===== src/rtl/bcrypt_seq_pkg.sv =====
// bcrypt_pkg: shared types and width helpers for the bcrypt sequencer.
//   phase_t : top-level schedule phase (IDLE, SETUP, LOOP_KEY, LOOP_SALT, CTEXT)
//   sub_t   : per-block sub-state within a phase (XOR, ISSUE, WAIT, WRITE)
//   idx_w   : index width for n items, never narrower than 1 bit
//   addr_w  : S-box pair address width for a given S-box word count
package bcrypt_pkg;

  localparam int unsigned PHASE_W = 3;
  localparam int unsigned P_IDX_W = 4;
  localparam int unsigned PERF_W  = 32;

  typedef enum logic [PHASE_W-1:0] {
    PH_IDLE      = 3'd0,
    PH_SETUP     = 3'd1,
    PH_LOOP_KEY  = 3'd2,
    PH_LOOP_SALT = 3'd3,
    PH_CTEXT     = 3'd4
  } phase_t;

  typedef enum logic [1:0] {
    SUB_XOR,
    SUB_ISSUE,
    SUB_WAIT,
    SUB_WRITE
  } sub_t;

  function automatic int unsigned idx_w(input int unsigned n);
    return (n <= 1) ? 1 : $clog2(n);
  endfunction

  function automatic int unsigned addr_w(input int unsigned sbox_words);
    return idx_w(sbox_words / 2);
  endfunction

endpackage


===== src/rtl/bcrypt_seq_if.sv =====
// bcrypt_seq_if: host and Feistel-core signals of the bcrypt sequencer.
//   master : the sequencer (drives status, strobes and write addressing)
//   slave  : host / Feistel core side (drives start, cost, blk_done)
interface bcrypt_seq_if
  import bcrypt_pkg::*;
#(
  parameter int unsigned COST_W       = 5,
  parameter int unsigned NUM_SBOX     = 4,
  parameter int unsigned SBOX_WORDS   = 256,
  parameter int unsigned CTEXT_BLOCKS = 3
);

  logic                                 start;
  logic [COST_W-1:0]                    cost;
  logic                                 busy;
  logic                                 done;
  logic [PHASE_W-1:0]                   phase;
  logic                                 xor_p;
  logic                                 salt_key_sel;
  logic                                 mix_salt;
  logic                                 salt_half;
  logic                                 blk_start;
  logic                                 blk_done;
  logic                                 wr_en;
  logic                                 wr_p;
  logic [P_IDX_W-1:0]                   p_idx;
  logic [NUM_SBOX-1:0]                  wr_cs;
  logic [addr_w(SBOX_WORDS)-1:0]        wr_addr;
  logic                                 ct_wr;
  logic [idx_w(CTEXT_BLOCKS)-1:0]       ct_idx;

  modport master (
    input  start, cost, blk_done,
    output busy, done, phase, xor_p, salt_key_sel, mix_salt, salt_half,
           blk_start, wr_en, wr_p, p_idx, wr_cs, wr_addr, ct_wr, ct_idx
  );

  modport slave (
    output start, cost, blk_done,
    input  busy, done, phase, xor_p, salt_key_sel, mix_salt, salt_half,
           blk_start, wr_en, wr_p, p_idx, wr_cs, wr_addr, ct_wr, ct_idx
  );

endinterface


===== src/rtl/bcrypt_wr_addr_gen.sv =====
// bcrypt_wr_addr_gen: write-target walker for one key expansion.
// Walks P pairs 0..P_PAIRS-1, then each S-box bank's pair addresses in order.
//   clr_i        : restart at P pair 0 (asserted in the XOR sub-state)
//   adv_i        : step to the next write target (asserted in WRITE)
//   wr_p_o       : current target is the P-array
//   p_idx_o      : P-pair index
//   wr_cs_o      : one-hot S-box bank select, zero while on the P-array
//   wr_addr_o    : S-box pair address
//   last_write_c : current target is the final one of the expansion
module bcrypt_wr_addr_gen
  import bcrypt_pkg::*;
#(
  parameter int unsigned P_PAIRS    = 9,
  parameter int unsigned NUM_SBOX   = 4,
  parameter int unsigned SBOX_WORDS = 256
) (
  input  logic                          clk,
  input  logic                          rst,
  input  logic                          clr_i,
  input  logic                          adv_i,
  output logic                          wr_p_o,
  output logic [P_IDX_W-1:0]            p_idx_o,
  output logic [NUM_SBOX-1:0]           wr_cs_o,
  output logic [addr_w(SBOX_WORDS)-1:0] wr_addr_o,
  output logic                          last_write_c
);

  localparam int unsigned ADDR_W    = addr_w(SBOX_WORDS);
  localparam int unsigned ADDR_LAST = SBOX_WORDS / 2 - 1;
  localparam int unsigned P_LAST    = P_PAIRS - 1;

  logic                wr_p_q, wr_p_d;
  logic [P_IDX_W-1:0]  p_q, p_d;
  logic [NUM_SBOX-1:0] cs_q, cs_d;
  logic [ADDR_W-1:0]   addr_q, addr_d;

  // Next target: P pairs first, then bank-by-bank with the address wrapping.
  always_comb begin
    wr_p_d = wr_p_q;
    p_d    = p_q;
    cs_d   = cs_q;
    addr_d = addr_q;
    if (clr_i) begin
      wr_p_d = 1'b1;
      p_d    = '0;
      cs_d   = '0;
      addr_d = '0;
    end else if (adv_i) begin
      if (wr_p_q) begin
        if (p_q == P_IDX_W'(P_LAST)) begin
          wr_p_d = 1'b0;
          cs_d   = NUM_SBOX'(1);
          addr_d = '0;
        end else begin
          p_d = p_q + P_IDX_W'(1);
        end
      end else if (addr_q == ADDR_W'(ADDR_LAST)) begin
        addr_d = '0;
        cs_d   = cs_q << 1;
      end else begin
        addr_d = addr_q + ADDR_W'(1);
      end
    end
  end

  always_ff @(posedge clk or posedge rst) begin
    if (rst) begin
      wr_p_q <= 1'b0;
      p_q    <= '0;
      cs_q   <= '0;
      addr_q <= '0;
    end else begin
      wr_p_q <= wr_p_d;
      p_q    <= p_d;
      cs_q   <= cs_d;
      addr_q <= addr_d;
    end
  end

  assign last_write_c = !wr_p_q && cs_q[NUM_SBOX-1] && (addr_q == ADDR_W'(ADDR_LAST));
  assign wr_p_o       = wr_p_q;
  assign p_idx_o      = p_q;
  assign wr_cs_o      = cs_q;
  assign wr_addr_o    = addr_q;

endmodule


===== src/rtl/bcrypt_seq.sv =====
// bcrypt_seq: EksBlowfish schedule sequencer between the host and the Feistel core.
// Runs SETUP, 2^cost LOOP_KEY/LOOP_SALT pairs and CT_ITERS ciphertext passes,
// handshaking each block with the core via blk_start/blk_done.
//   clk, rst : clock, asynchronous active-high reset
//   bus      : bcrypt_seq_if.master (start/cost, status, strobes, write addressing)
//   blk_cnt  : accepted blk_done count, present only with BCRYPT_SEQ_PERF_EN defined
module bcrypt_seq
  import bcrypt_pkg::*;
#(
  parameter int unsigned COST_W       = 5,
  parameter int unsigned NUM_SBOX     = 4,
  parameter int unsigned SBOX_WORDS   = 256,
  parameter int unsigned P_PAIRS      = 9,
  parameter int unsigned CTEXT_BLOCKS = 3,
  parameter int unsigned CT_ITERS     = 64
) (
  input  logic              clk,
  input  logic              rst,
  bcrypt_seq_if.master      bus
`ifdef BCRYPT_SEQ_PERF_EN
  ,
  output logic [PERF_W-1:0] blk_cnt
`endif
);

  localparam int unsigned LOOP_W   = 1 << COST_W;
  localparam int unsigned CT_IDX_W = idx_w(CTEXT_BLOCKS);
  localparam int unsigned ITER_W   = idx_w(CT_ITERS);

  phase_t              phase_q, phase_d;
  sub_t                sub_q, sub_d;
  logic [LOOP_W-1:0]   loop_q, loop_d;
  logic [CT_IDX_W-1:0] ct_blk_q, ct_blk_d;
  logic [ITER_W-1:0]   ct_iter_q, ct_iter_d;
  logic                half_q, half_d;
  logic busy_q, busy_d, done_q, done_d, xor_q, xor_d, sel_q, sel_d, mix_q, mix_d;
  logic bstart_q, bstart_d, wr_en_q, wr_en_d, ct_wr_q, ct_wr_d;
  logic clr_c, adv_c, last_write_c, blk_acc_c, start_acc_c;

  assign start_acc_c = (phase_q == PH_IDLE) && bus.start;
  assign blk_acc_c   = (phase_q != PH_IDLE) && (sub_q == SUB_WAIT) && bus.blk_done;

  bcrypt_wr_addr_gen #(
    .P_PAIRS   (P_PAIRS),
    .NUM_SBOX  (NUM_SBOX),
    .SBOX_WORDS(SBOX_WORDS)
  ) u_addr (
    .clk         (clk),
    .rst         (rst),
    .clr_i       (clr_c),
    .adv_i       (adv_c),
    .wr_p_o      (bus.wr_p),
    .p_idx_o     (bus.p_idx),
    .wr_cs_o     (bus.wr_cs),
    .wr_addr_o   (bus.wr_addr),
    .last_write_c(last_write_c)
  );

  // Next-state and next-output logic; outputs are decoded from the next state.
  always_comb begin
    phase_d   = phase_q;
    sub_d     = sub_q;
    loop_d    = loop_q;
    ct_blk_d  = ct_blk_q;
    ct_iter_d = ct_iter_q;
    half_d    = half_q;
    clr_c     = 1'b0;
    adv_c     = 1'b0;

    if (phase_q == PH_IDLE) begin
      if (start_acc_c) begin
        phase_d   = PH_SETUP;
        sub_d     = SUB_XOR;
        loop_d    = (LOOP_W'(1) << bus.cost) - LOOP_W'(1);
        ct_blk_d  = '0;
        ct_iter_d = '0;
      end
    end else begin
      case (sub_q)
        SUB_XOR: begin
          sub_d  = SUB_ISSUE;
          clr_c  = 1'b1;
          half_d = 1'b0;
        end
        SUB_ISSUE: sub_d = SUB_WAIT;
        SUB_WAIT: begin
          if (blk_acc_c) sub_d = SUB_WRITE;
        end
        SUB_WRITE: begin
          sub_d  = SUB_ISSUE;
          half_d = ~half_q;
          if (phase_q == PH_CTEXT) begin
            if (ct_blk_q == CT_IDX_W'(CTEXT_BLOCKS - 1)) begin
              ct_blk_d = '0;
              if (ct_iter_q == ITER_W'(CT_ITERS - 1)) begin
                phase_d = PH_IDLE;
                sub_d   = SUB_XOR;
              end else begin
                ct_iter_d = ct_iter_q + ITER_W'(1);
              end
            end else begin
              ct_blk_d = ct_blk_q + CT_IDX_W'(1);
            end
          end else begin
            adv_c = 1'b1;
            if (last_write_c) begin
              sub_d = SUB_XOR;
              case (phase_q)
                PH_SETUP:    phase_d = PH_LOOP_KEY;
                PH_LOOP_KEY: phase_d = PH_LOOP_SALT;
                default: begin
                  if (loop_q != '0) begin
                    phase_d = PH_LOOP_KEY;
                    loop_d  = loop_q - LOOP_W'(1);
                  end else begin
                    // Ciphertext passes have no XOR step.
                    phase_d = PH_CTEXT;
                    sub_d   = SUB_ISSUE;
                  end
                end
              endcase
            end
          end
        end
        default: sub_d = SUB_XOR;
      endcase
    end

    busy_d   = (phase_d != PH_IDLE);
    xor_d    = busy_d && (sub_d == SUB_XOR);
    bstart_d = busy_d && (sub_d == SUB_ISSUE);
    ct_wr_d  = (phase_d == PH_CTEXT) && (sub_d == SUB_WRITE);
    wr_en_d  = busy_d && (phase_d != PH_CTEXT) && (sub_d == SUB_WRITE);
    // Block counters only move on leaving WRITE, so the current values apply.
    done_d   = ct_wr_d && (ct_blk_d == CT_IDX_W'(CTEXT_BLOCKS - 1))
                       && (ct_iter_d == ITER_W'(CT_ITERS - 1));
    sel_d    = (phase_d == PH_LOOP_SALT);
    mix_d    = (phase_d == PH_SETUP);
  end

  always_ff @(posedge clk or posedge rst) begin
    if (rst) begin
      phase_q   <= PH_IDLE;
      sub_q     <= SUB_XOR;
      loop_q    <= '0;
      ct_blk_q  <= '0;
      ct_iter_q <= '0;
      half_q    <= 1'b0;
      busy_q    <= 1'b0;
      done_q    <= 1'b0;
      xor_q     <= 1'b0;
      sel_q     <= 1'b0;
      mix_q     <= 1'b0;
      bstart_q  <= 1'b0;
      wr_en_q   <= 1'b0;
      ct_wr_q   <= 1'b0;
    end else begin
      phase_q   <= phase_d;
      sub_q     <= sub_d;
      loop_q    <= loop_d;
      ct_blk_q  <= ct_blk_d;
      ct_iter_q <= ct_iter_d;
      half_q    <= half_d;
      busy_q    <= busy_d;
      done_q    <= done_d;
      xor_q     <= xor_d;
      sel_q     <= sel_d;
      mix_q     <= mix_d;
      bstart_q  <= bstart_d;
      wr_en_q   <= wr_en_d;
      ct_wr_q   <= ct_wr_d;
    end
  end

  assign bus.busy         = busy_q;
  assign bus.done         = done_q;
  assign bus.phase        = PHASE_W'(phase_q);
  assign bus.xor_p        = xor_q;
  assign bus.salt_key_sel = sel_q;
  assign bus.mix_salt     = mix_q;
  assign bus.salt_half    = half_q;
  assign bus.blk_start    = bstart_q;
  assign bus.wr_en        = wr_en_q;
  assign bus.ct_wr        = ct_wr_q;
  assign bus.ct_idx       = ct_blk_q;

`ifdef BCRYPT_SEQ_PERF_EN
  logic [PERF_W-1:0] blk_cnt_q;

  // Saturating count of accepted Feistel results for the current hash.
  always_ff @(posedge clk or posedge rst) begin
    if (rst) begin
      blk_cnt_q <= '0;
    end else if (start_acc_c) begin
      blk_cnt_q <= '0;
    end else if (blk_acc_c && (blk_cnt_q != '1)) begin
      blk_cnt_q <= blk_cnt_q + PERF_W'(1);
    end
  end

  assign blk_cnt = blk_cnt_q;
`endif

endmodule


===== src/flat_wrapper.sv =====
// flat-port wrapper written by rule: the top's interface ports become plain ports
module bcrypt_seq_flat import bcrypt_pkg::*;
#(
  parameter int unsigned COST_W       = 5,
  parameter int unsigned NUM_SBOX     = 4,
  parameter int unsigned SBOX_WORDS   = 256,
  parameter int unsigned P_PAIRS      = 9,
  parameter int unsigned CTEXT_BLOCKS = 3,
  parameter int unsigned CT_ITERS     = 64
)
  (clk, rst, bus_start, bus_cost, bus_blk_done, bus_busy, bus_done, bus_phase, bus_xor_p, bus_salt_key_sel, bus_mix_salt, bus_salt_half, bus_blk_start, bus_wr_en, bus_wr_p, bus_p_idx, bus_wr_cs, bus_wr_addr, bus_ct_wr, bus_ct_idx);
  bcrypt_seq_if #(.COST_W(COST_W), .NUM_SBOX(NUM_SBOX), .SBOX_WORDS(SBOX_WORDS), .CTEXT_BLOCKS(CTEXT_BLOCKS)) bus_i ();
  input  logic clk;
  input  logic rst;
  input wire logic [$bits(bus_i.start)-1:0] bus_start;
  input wire logic [$bits(bus_i.cost)-1:0] bus_cost;
  input wire logic [$bits(bus_i.blk_done)-1:0] bus_blk_done;
  output wire logic [$bits(bus_i.busy)-1:0] bus_busy;
  output wire logic [$bits(bus_i.done)-1:0] bus_done;
  output wire logic [$bits(bus_i.phase)-1:0] bus_phase;
  output wire logic [$bits(bus_i.xor_p)-1:0] bus_xor_p;
  output wire logic [$bits(bus_i.salt_key_sel)-1:0] bus_salt_key_sel;
  output wire logic [$bits(bus_i.mix_salt)-1:0] bus_mix_salt;
  output wire logic [$bits(bus_i.salt_half)-1:0] bus_salt_half;
  output wire logic [$bits(bus_i.blk_start)-1:0] bus_blk_start;
  output wire logic [$bits(bus_i.wr_en)-1:0] bus_wr_en;
  output wire logic [$bits(bus_i.wr_p)-1:0] bus_wr_p;
  output wire logic [$bits(bus_i.p_idx)-1:0] bus_p_idx;
  output wire logic [$bits(bus_i.wr_cs)-1:0] bus_wr_cs;
  output wire logic [$bits(bus_i.wr_addr)-1:0] bus_wr_addr;
  output wire logic [$bits(bus_i.ct_wr)-1:0] bus_ct_wr;
  output wire logic [$bits(bus_i.ct_idx)-1:0] bus_ct_idx;
  assign bus_i.start = bus_start;
  assign bus_i.cost = bus_cost;
  assign bus_i.blk_done = bus_blk_done;
  assign bus_busy = bus_i.busy;
  assign bus_done = bus_i.done;
  assign bus_phase = bus_i.phase;
  assign bus_xor_p = bus_i.xor_p;
  assign bus_salt_key_sel = bus_i.salt_key_sel;
  assign bus_mix_salt = bus_i.mix_salt;
  assign bus_salt_half = bus_i.salt_half;
  assign bus_blk_start = bus_i.blk_start;
  assign bus_wr_en = bus_i.wr_en;
  assign bus_wr_p = bus_i.wr_p;
  assign bus_p_idx = bus_i.p_idx;
  assign bus_wr_cs = bus_i.wr_cs;
  assign bus_wr_addr = bus_i.wr_addr;
  assign bus_ct_wr = bus_i.ct_wr;
  assign bus_ct_idx = bus_i.ct_idx;
  bcrypt_seq #(.COST_W(COST_W), .NUM_SBOX(NUM_SBOX), .SBOX_WORDS(SBOX_WORDS), .P_PAIRS(P_PAIRS), .CTEXT_BLOCKS(CTEXT_BLOCKS), .CT_ITERS(CT_ITERS)) u_core (.clk(clk), .rst(rst), .bus(bus_i));
endmodule

===== config.mk =====
export PLATFORM = sky130hd
export DESIGN_NAME = bcrypt_seq_flat
export DESIGN_NICKNAME = d
export VERILOG_FILES = /design/src/rtl/bcrypt_seq_pkg.sv /design/src/rtl/bcrypt_seq_if.sv /design/src/rtl/bcrypt_wr_addr_gen.sv /design/src/rtl/bcrypt_seq.sv /design/src/flat_wrapper.sv
export SDC_FILE = /design/constraint.sdc
export NUM_CORES = 1
export LEC_CHECK = 0
export BUFFER_PORTS_ARGS = -buffer_cell sky130_fd_sc_hd__buf_2
export CAP_MARGIN = 20
export CORE_MARGIN = 5
export CORE_UTILIZATION = 45
export CTS_BUF_LIST = sky130_fd_sc_hd__clkbuf_16
export DETAILED_ROUTE_END_ITERATION = 8
export GPL_TIMING_DRIVEN = 0
export SKIP_LAST_GASP = 1
export SYNTH_ARGS = -nofsm -noshare
export SYNTH_HDL_FRONTEND = slang
export SYNTH_HIERARCHICAL = 1
export SYNTH_SLANG_ARGS = --single-unit

===== constraint.sdc =====
create_clock -name clk -period 5.5 [get_ports clk]
set_clock_uncertainty 0.1 [all_clocks]
set_input_delay 1.1 -clock clk [delete_from_list [all_inputs] [get_ports clk]]
set_output_delay 1.1 -clock clk [all_outputs]
set_load 0.05 [all_outputs]

==> out/metrics.yaml, run 1 <==
dr.pass1.iters: 5
post_cts_resized: 0
setup_ws_ps: 1950
setup_violations: 0
max_slew_margin_pct: 26.1
tns_ps: 0
grt_max_degree: 33
die_w_microns: 111
tightest_slew_ps: 1100
preCtsSetupSlack_ps: 1650
cp_slowest_cell: "buf_1"
dieHeight_microns: 111
drc: 0
grtUsageTotal_pct: 22.6
rsz0062_at_grt: "no"
power_mw: 1.95
min_path_type: "reg -> reg"
fin_crit_ps: 3550
p_sw_share_pct: 39.7
gp_congestion: 0.908
async_reset_ff_share_pct: 100
most-common-layout-cells: "dfrtp_1, nor2_1, a21oi_1, o21ai_0, nand2_1"
ant_nets: 0
wl_per_cell_microns: 18.1
ys_seq_area_share_pct: 38.2
endpoint_kind: "register"
pwr-share-clk_pct: 30.0
crit_family: "buffers and inverters"
pwr-share-comb_pct: 34.4
synth.avg_cell_area_sq_um: 8.23
root_buffer: "clkbuf_16"
synth_area_sq_mm: 0.00458
cp.arrival_ps: 3710
p_per_area_mw_per_mm2: 371
crit_chain: "buf_2, clkbuf_1, buf_1, nand3b_1, ha_1, clkbuf_1, nor2b_1, a22oi_1, o221ai_1, o21ai_0, a21oi_1"
path_common_cell: "clkbuf_1"
cp_num_buf_inv: 4
antenna_found_initial: 0
timing_hold_violations_final: 0
diodes: 0
synth_fp_nets: 577
period_share_pct: 64.5
ir_drop_v: 0.000335
numCtsBuffers: 9
final_core_util_pct: 53.3
post_cts.repair.setup_buffers: 0
synth_cell_type_count: 67
crit_type: "in -> reg"
seq_power_share_pct: 35.6
holdBufCountCts: 0
row_count: 36
vias_per_cell: 6.12
initial_core_util_pct: 46.4
core_sq_mm: 0.00986
synth_warnings: 6
synth-seq-cells: 70
outcome: "finished clean"
p_int_mw: 1.18
drive_above_1_share_pct: 12.3
grt_pass1_wl_microns: 22600
syn2layout_area_growth_pct: 14.7
nFillCells: 960
dp_hpwl_microns: 9640
cap_violations: 0
netlist_instances: 557
slew_violations: 0
die-area_sq_mm: 0.0123
worstSkewPairLatency_ps: 350
routed_wl_microns: 13400
cp_max_fo: 10
cts_tree: "built"
synth_flop_cell: "dfrtp_1"
power.static_leakage_nw: 2.21
layout_commonest_cell: "dfrtp_1"
drtIter0Drc: 418
critPathMaxStageDelay_ps: 410
synth-edff-count: 0
clk_pin_slew_ps: 50
cts_max_level: 3
grt_pass1_vias: 4412
nNetsFinal: 627
max_freq_mhz: 282
fin_hold_ws_ps: 410
worst_setup_path_start_kind: "input pin"
grt_overflow: 0
io_pins: 39
p_switching_uw: 775
port_buffers: 37
cp.required_ps: 5660
clockBufferDepth: 2
vias: 4555
cts.sink_count: 70
[state kept, by name, indices dropped and copies added, names as in the netlist, 2 cells and up]
register and flops:
u_core/bus.ct_idx 2, u_core/bus.phase 3, u_core/ct_iter_q 6, u_core/loop_q 32, u_core/sub_q 2, u_core/u_addr/p_idx_o 4, u_core/u_addr/wr_addr_o 7, u_core/u_addr/wr_cs_o 4
[final cells by class]
class | instances | area [sq um] | area share (%)
clock inverter | 6 | 62.6 | 1.19
timing repair buffer | 39 | 218 | 4.14
clock buffer | 9 | 225 | 4.29
tap | 133 | 166 | 3.17
buffer | 36 | 175 | 3.33
inverter | 17 | 63.8 | 1.21
sequential | 70 | 1750 | 33.3
multi-input combinational | 434 | 2590 | 49.3
[synthesized netlist by cell type, types with 4 or more instances]
| cell | number | area (sq um) |
|---|---|---|
| nand3b_1 | 6 | 45.0 |
| clkbuf_1 | 24 | 90.1 |
| buf_2 | 4 | 20.0 |
| o21a_1 | 4 | 30.0 |
| nand4_1 | 6 | 37.5 |
| a32oi_1 | 4 | 35.0 |
| nand2_1 | 43 | 161 |
| ha_1 | 11 | 138 |
| or4_1 | 7 | 52.6 |
| a32o_1 | 4 | 40.0 |
| nor3_1 | 27 | 135 |
| o22a_1 | 8 | 70.1 |
| a21oi_1 | 49 | 245 |
| nand3_1 | 18 | 90.1 |
| or3_1 | 5 | 31.3 |
| o22ai_1 | 4 | 25.0 |
| o31ai_1 | 6 | 45.0 |
| o21ai_0 | 44 | 220 |
| a21o_1 | 5 | 37.5 |
| inv_1 | 16 | 60.1 |
| buf_6 | 4 | 45.0 |
| o211ai_1 | 7 | 52.6 |
| a31oi_1 | 14 | 87.6 |
| nand2b_1 | 8 | 50.1 |
| and3_1 | 8 | 50.1 |
| a22o_1 | 4 | 35.0 |
| nor4_1 | 10 | 62.6 |
| dfrtp_1 | 70 | 1750 |
| nor2_1 | 64 | 240 |
| nor3b_1 | 4 | 30.0 |
| nor2b_1 | 7 | 43.8 |
| and2_1 | 6 | 37.5 |
[metrics by stage]
step,cell area [sq um],instances
after CTS,5250,744
after detailed placement,4970,729
after global placement,4930,727
after global routing,5250,744
after floorplan,4580,557
final,5250,744
[final timing paths]
kind,endpoint,depth (start not counted),from,slack [ps]
worst min register to register,u_core/loop_q[30],1,u_core/loop_q[30],410
max in group asynchronous,u_core/loop_q[27],3,rst,3930
worst max register to register,u_core/bus.done,10,u_core/u_addr/wr_addr_o[0],2270
worst min-delay path,u_core/loop_q[30],1,u_core/loop_q[30],410
min in group asynchronous,u_core/u_addr/wr_addr_o[3],2,rst,740
worst max-delay path,u_core/loop_q[22],11,bus_cost[1],1950
[cell families (layout without fill, tap and decap cells)]
group,count (synthesis),in the layout,synth area share [%]
AOI/OAI and AO/OA,177,177,24.7
xor gates and xnor gates,4,4,0.765
adders and majority gates,11,11,3.00
buffers and inverters,53,107,5.22
DFF,70,70,38.2
muxes,5,5,1.15
and+or+nand+nor,237,237,27.0
[per-layer routing]
metal / GRT usage [%] / part of all wire, %
met1: 30.7 / 45
met2: 34.5 / 46
met3: 6.11 / 7.3
met4: 8.21 / 2.1
met5: 0 / 0
[power groups by stage]
stage          clock network [mW]  logic, mW  registers (mW)
2_1_floorplan                   0      0.406           0.788
3_3_place_gp                    0      0.654           0.698
3_5_place_dp                    0      0.664           0.700
4_1_cts                     0.599      0.669           0.693
5_1_grt                     0.624      0.748           0.712
6_report                    0.586      0.671           0.695
Note: power is estimated with default switching activity, not from simulation.
==> inputs of run 2 (changes only) <==
==> constraint.sdc (replaced) <==
create_clock -name clk -period 3.38 [get_ports clk]
set_clock_uncertainty 0.1 [all_clocks]
set_input_delay 0.676 -clock clk [delete_from_list [all_inputs] [get_ports clk]]
set_output_delay 0.676 -clock clk [all_outputs]
set_load 0.05 [all_outputs]
==> run 2 against run 1 <==
Non-clock buffer count stayed put. Worst setup slack worse by 1800 ps. Routed wire length is 0.22% higher. Clock power is 63% higher. Sequential cell count stayed put. Critical path type is now reg -> reg.
==> out/metrics.yaml, run 2 (synthesized netlist as in run 1, its figures left out) <==
preCtsSetupSlack_ps: -41.3  # was 1650 ps
max_slew_margin_pct: 32.5  # was 26.1%
ir_drop_v: 0.000544  # was 0.000335 V
most-common-layout-cells: "dfrtp_1, nor2_1, a21oi_1, o21ai_0, nand2_1"  # unchanged
core_sq_mm: 0.00986  # unchanged
post_cts.repair.setup_buffers: 0  # unchanged
rsz0062_at_grt: "no"  # unchanged
dr.pass1.iters: 5  # unchanged
p_sw_share_pct: 39.8  # was 39.7%
syn2layout_area_growth_pct: 14.9  # was 14.7%
path_common_cell: "clkbuf_1"  # unchanged
cts_tree: "built"  # unchanged
power.static_leakage_nw: 2.21  # about the same
max_freq_mhz: 314
nFillCells: 958  # was 960
seqCellArea_sq_mm: 0.00175  # unchanged
multi_input_area_sq_mm: 0.00260  # was 0.00259 sq mm
root_buffer: "clkbuf_16"  # unchanged
ant_nets: 0  # unchanged
crit_chain: "clkbuf_1, or3_1, clkbuf_1, clkbuf_1, and2_1, buf_6, or2_1, clkbuf_2, nor2_1, nand2_1, o21ai_0"  # was buf_2, clkbuf_1, buf_1, nand3b_1, ha_1, clkbuf_1, nor2b_1, a22oi_1, o221ai_1, o21ai_0, a21oi_1
grt_pass1_vias: 4412  # unchanged
largest_register_ffs: 32  # unchanged
layout_commonest_cell: "dfrtp_1"  # unchanged
dp.cells: 729  # unchanged
cap_violations: 0  # unchanged
pwr-share-clk_pct: 30.0  # about the same
cp_max_fo: 10  # unchanged
worstSkewPairLatency_ps: 350  # about the same
outcome: "finished clean"  # unchanged
timing_hold_violations_final: 0  # unchanged
cts_max_level: 3  # unchanged
dp_hpwl_microns: 9640  # unchanged
cts.sink_count: 70  # unchanged
pwr-share-comb_pct: 34.4  # about the same
drive_above_1_share_pct: 12.6  # was 12.3%
endpoint_kind: "register"  # unchanged
drtIter0Drc: 429  # was 418
die_w_microns: 111  # unchanged
port_buffers: 37  # unchanged
setup_violations: 0  # unchanged
drc: 0  # unchanged
fin_hold_ws_ps: 317  # was 410 ps
initial_core_util_pct: 46.4  # unchanged
final_cells: 744  # unchanged
critPathMaxStageDelay_ps: 410  # about the same
period_share_pct: 94.1
clk_pin_slew_ps: 60  # was 50 ps
fin_crit_ps: 3180
p_int_mw: 1.92  # was 1.18 mW
cp.required_ps: 3540  # was 5660 ps
cp_slowest_cell: "or3_1"  # was buf_1
slew_violations: 0  # unchanged
min_path_type: "in -> async"  # was reg -> reg
dieHeight_microns: 111  # unchanged
clockBufferDepth: 2  # unchanged
diodes: 0  # unchanged
p_switching_mw: 1.26  # was 775 uW
numCtsBuffers: 9  # unchanged
top_register: "u_core/loop_q"  # unchanged
vias: 4563  # was 4555
grt_overflow: 0  # unchanged
crit_type: "reg -> reg"  # was in -> reg
routed_wl_microns: 13500  # was 13400 microns
worst_setup_path_start_kind: "register"  # was input pin
io_pins: 39  # unchanged
tightest_slew_ps: 1000  # was 1100 ps
seq_power_share_pct: 35.6  # about the same
setup_ws_ps: 198  # was 1950 ps
gp_congestion: 0.908  # unchanged
p_per_area_mw_per_mm2: 604  # was 371 mW/mm^2
wl_per_cell_microns: 18.1  # about the same
vias_per_cell: 6.13  # was 6.12
nNetsFinal: 627  # unchanged
grt_pass1_wl_microns: 22600  # unchanged
grt_max_degree: 33  # unchanged
die-area_sq_mm: 0.0123  # unchanged
grtUsageTotal_pct: 22.6  # unchanged
final_core_util_pct: 53.4  # was 53.3%
row_count: 36  # unchanged
antenna_found_initial: 0  # unchanged
cp.arrival_ps: 3340  # was 3710 ps
run 2: cell count changes in the layout (fill, tap and decap cells not counted):
cell,previous run,this run
nor3_1,27,25
nor3_2,0,2
run 2: repair_timing:
| action | 4_1_cts | 5_1_grt |
|---|---|---|
| endpoints found under the setup margin | 0 | 3 |
| hold buffers | 0 | 0 |
| gates resized for setup | 0 | 2 |
run 2: worst max-delay path, delay by kind of cell (launching register included):
kind | cells | cell delay [ps]
buf+inv | 5 | 1170
flops | 1 | 390
compound gates | 1 | 140
simple gates | 5 | 1320
run 2: power by group through the flow:
stage / Combinational, mW / Sequential [mW] / Clock [mW]
detailed placement: 1.08 / 1.14 / 0
floorplan: 0.660 / 1.28 / 0
finish: 1.10 / 1.13 / 0.953
global placement: 1.06 / 1.14 / 0
global route: 1.22 / 1.16 / 1.02
CTS: 1.09 / 1.13 / 0.975
run 2: stage by stage:
stage               cell area [sq um]  setup TNS (ps)  power (mW)
global placement                 4930           -43.9        2.20
finish                           5260               0        3.18
detailed placement               4970           -41.3        2.22
CTS                              5250               0        3.19
floorplan                        4580               0        1.94
global route                     5260               0        3.39
run 2: routing by layer:
| layer | global-route usage, % | part of all wire, % | vias to the layer above |
|---|---|---|---|
| li1 | - | - | 2172 |
| met1 | 30.7 | 45 | 2176 |
| met2 | 34.5 | 46 | 193 |
| met3 | 6.11 | 7.4 | 22 |
| met4 | 8.21 | 2.2 | 0 |
| met5 | 0 | 0 | - |
run 2: layout make-up:
class,count,area share [%]
Multi-Input combinational cell,434,49.4
Sequential cell,70,33.3
Clock buffer,9,4.28
Timing Repair Buffer,39,4.14
Buffer,36,3.33
Tap cell,133,3.16
Inverter,17,1.21
Clock inverter,6,1.19
run 2: final timing paths:
path / from / to / slack [ps] / cells past startpoint
setup / recovery: u_core/bus.phase[2] / u_core/u_addr/wr_addr_o[4] / 200 / 11
hold / removal: rst / u_core/u_addr/wr_addr_o[3] / 320 / 2
setup reg to reg: u_core/bus.phase[2] / u_core/u_addr/wr_addr_o[4] / 200 / 11
hold reg to reg: u_core/loop_q[30] / u_core/loop_q[30] / 410 / 1
max in group asynchronous: rst / u_core/loop_q[27] / 2230 / 3
min in group clk: u_core/loop_q[30] / u_core/loop_q[30] / 410 / 1
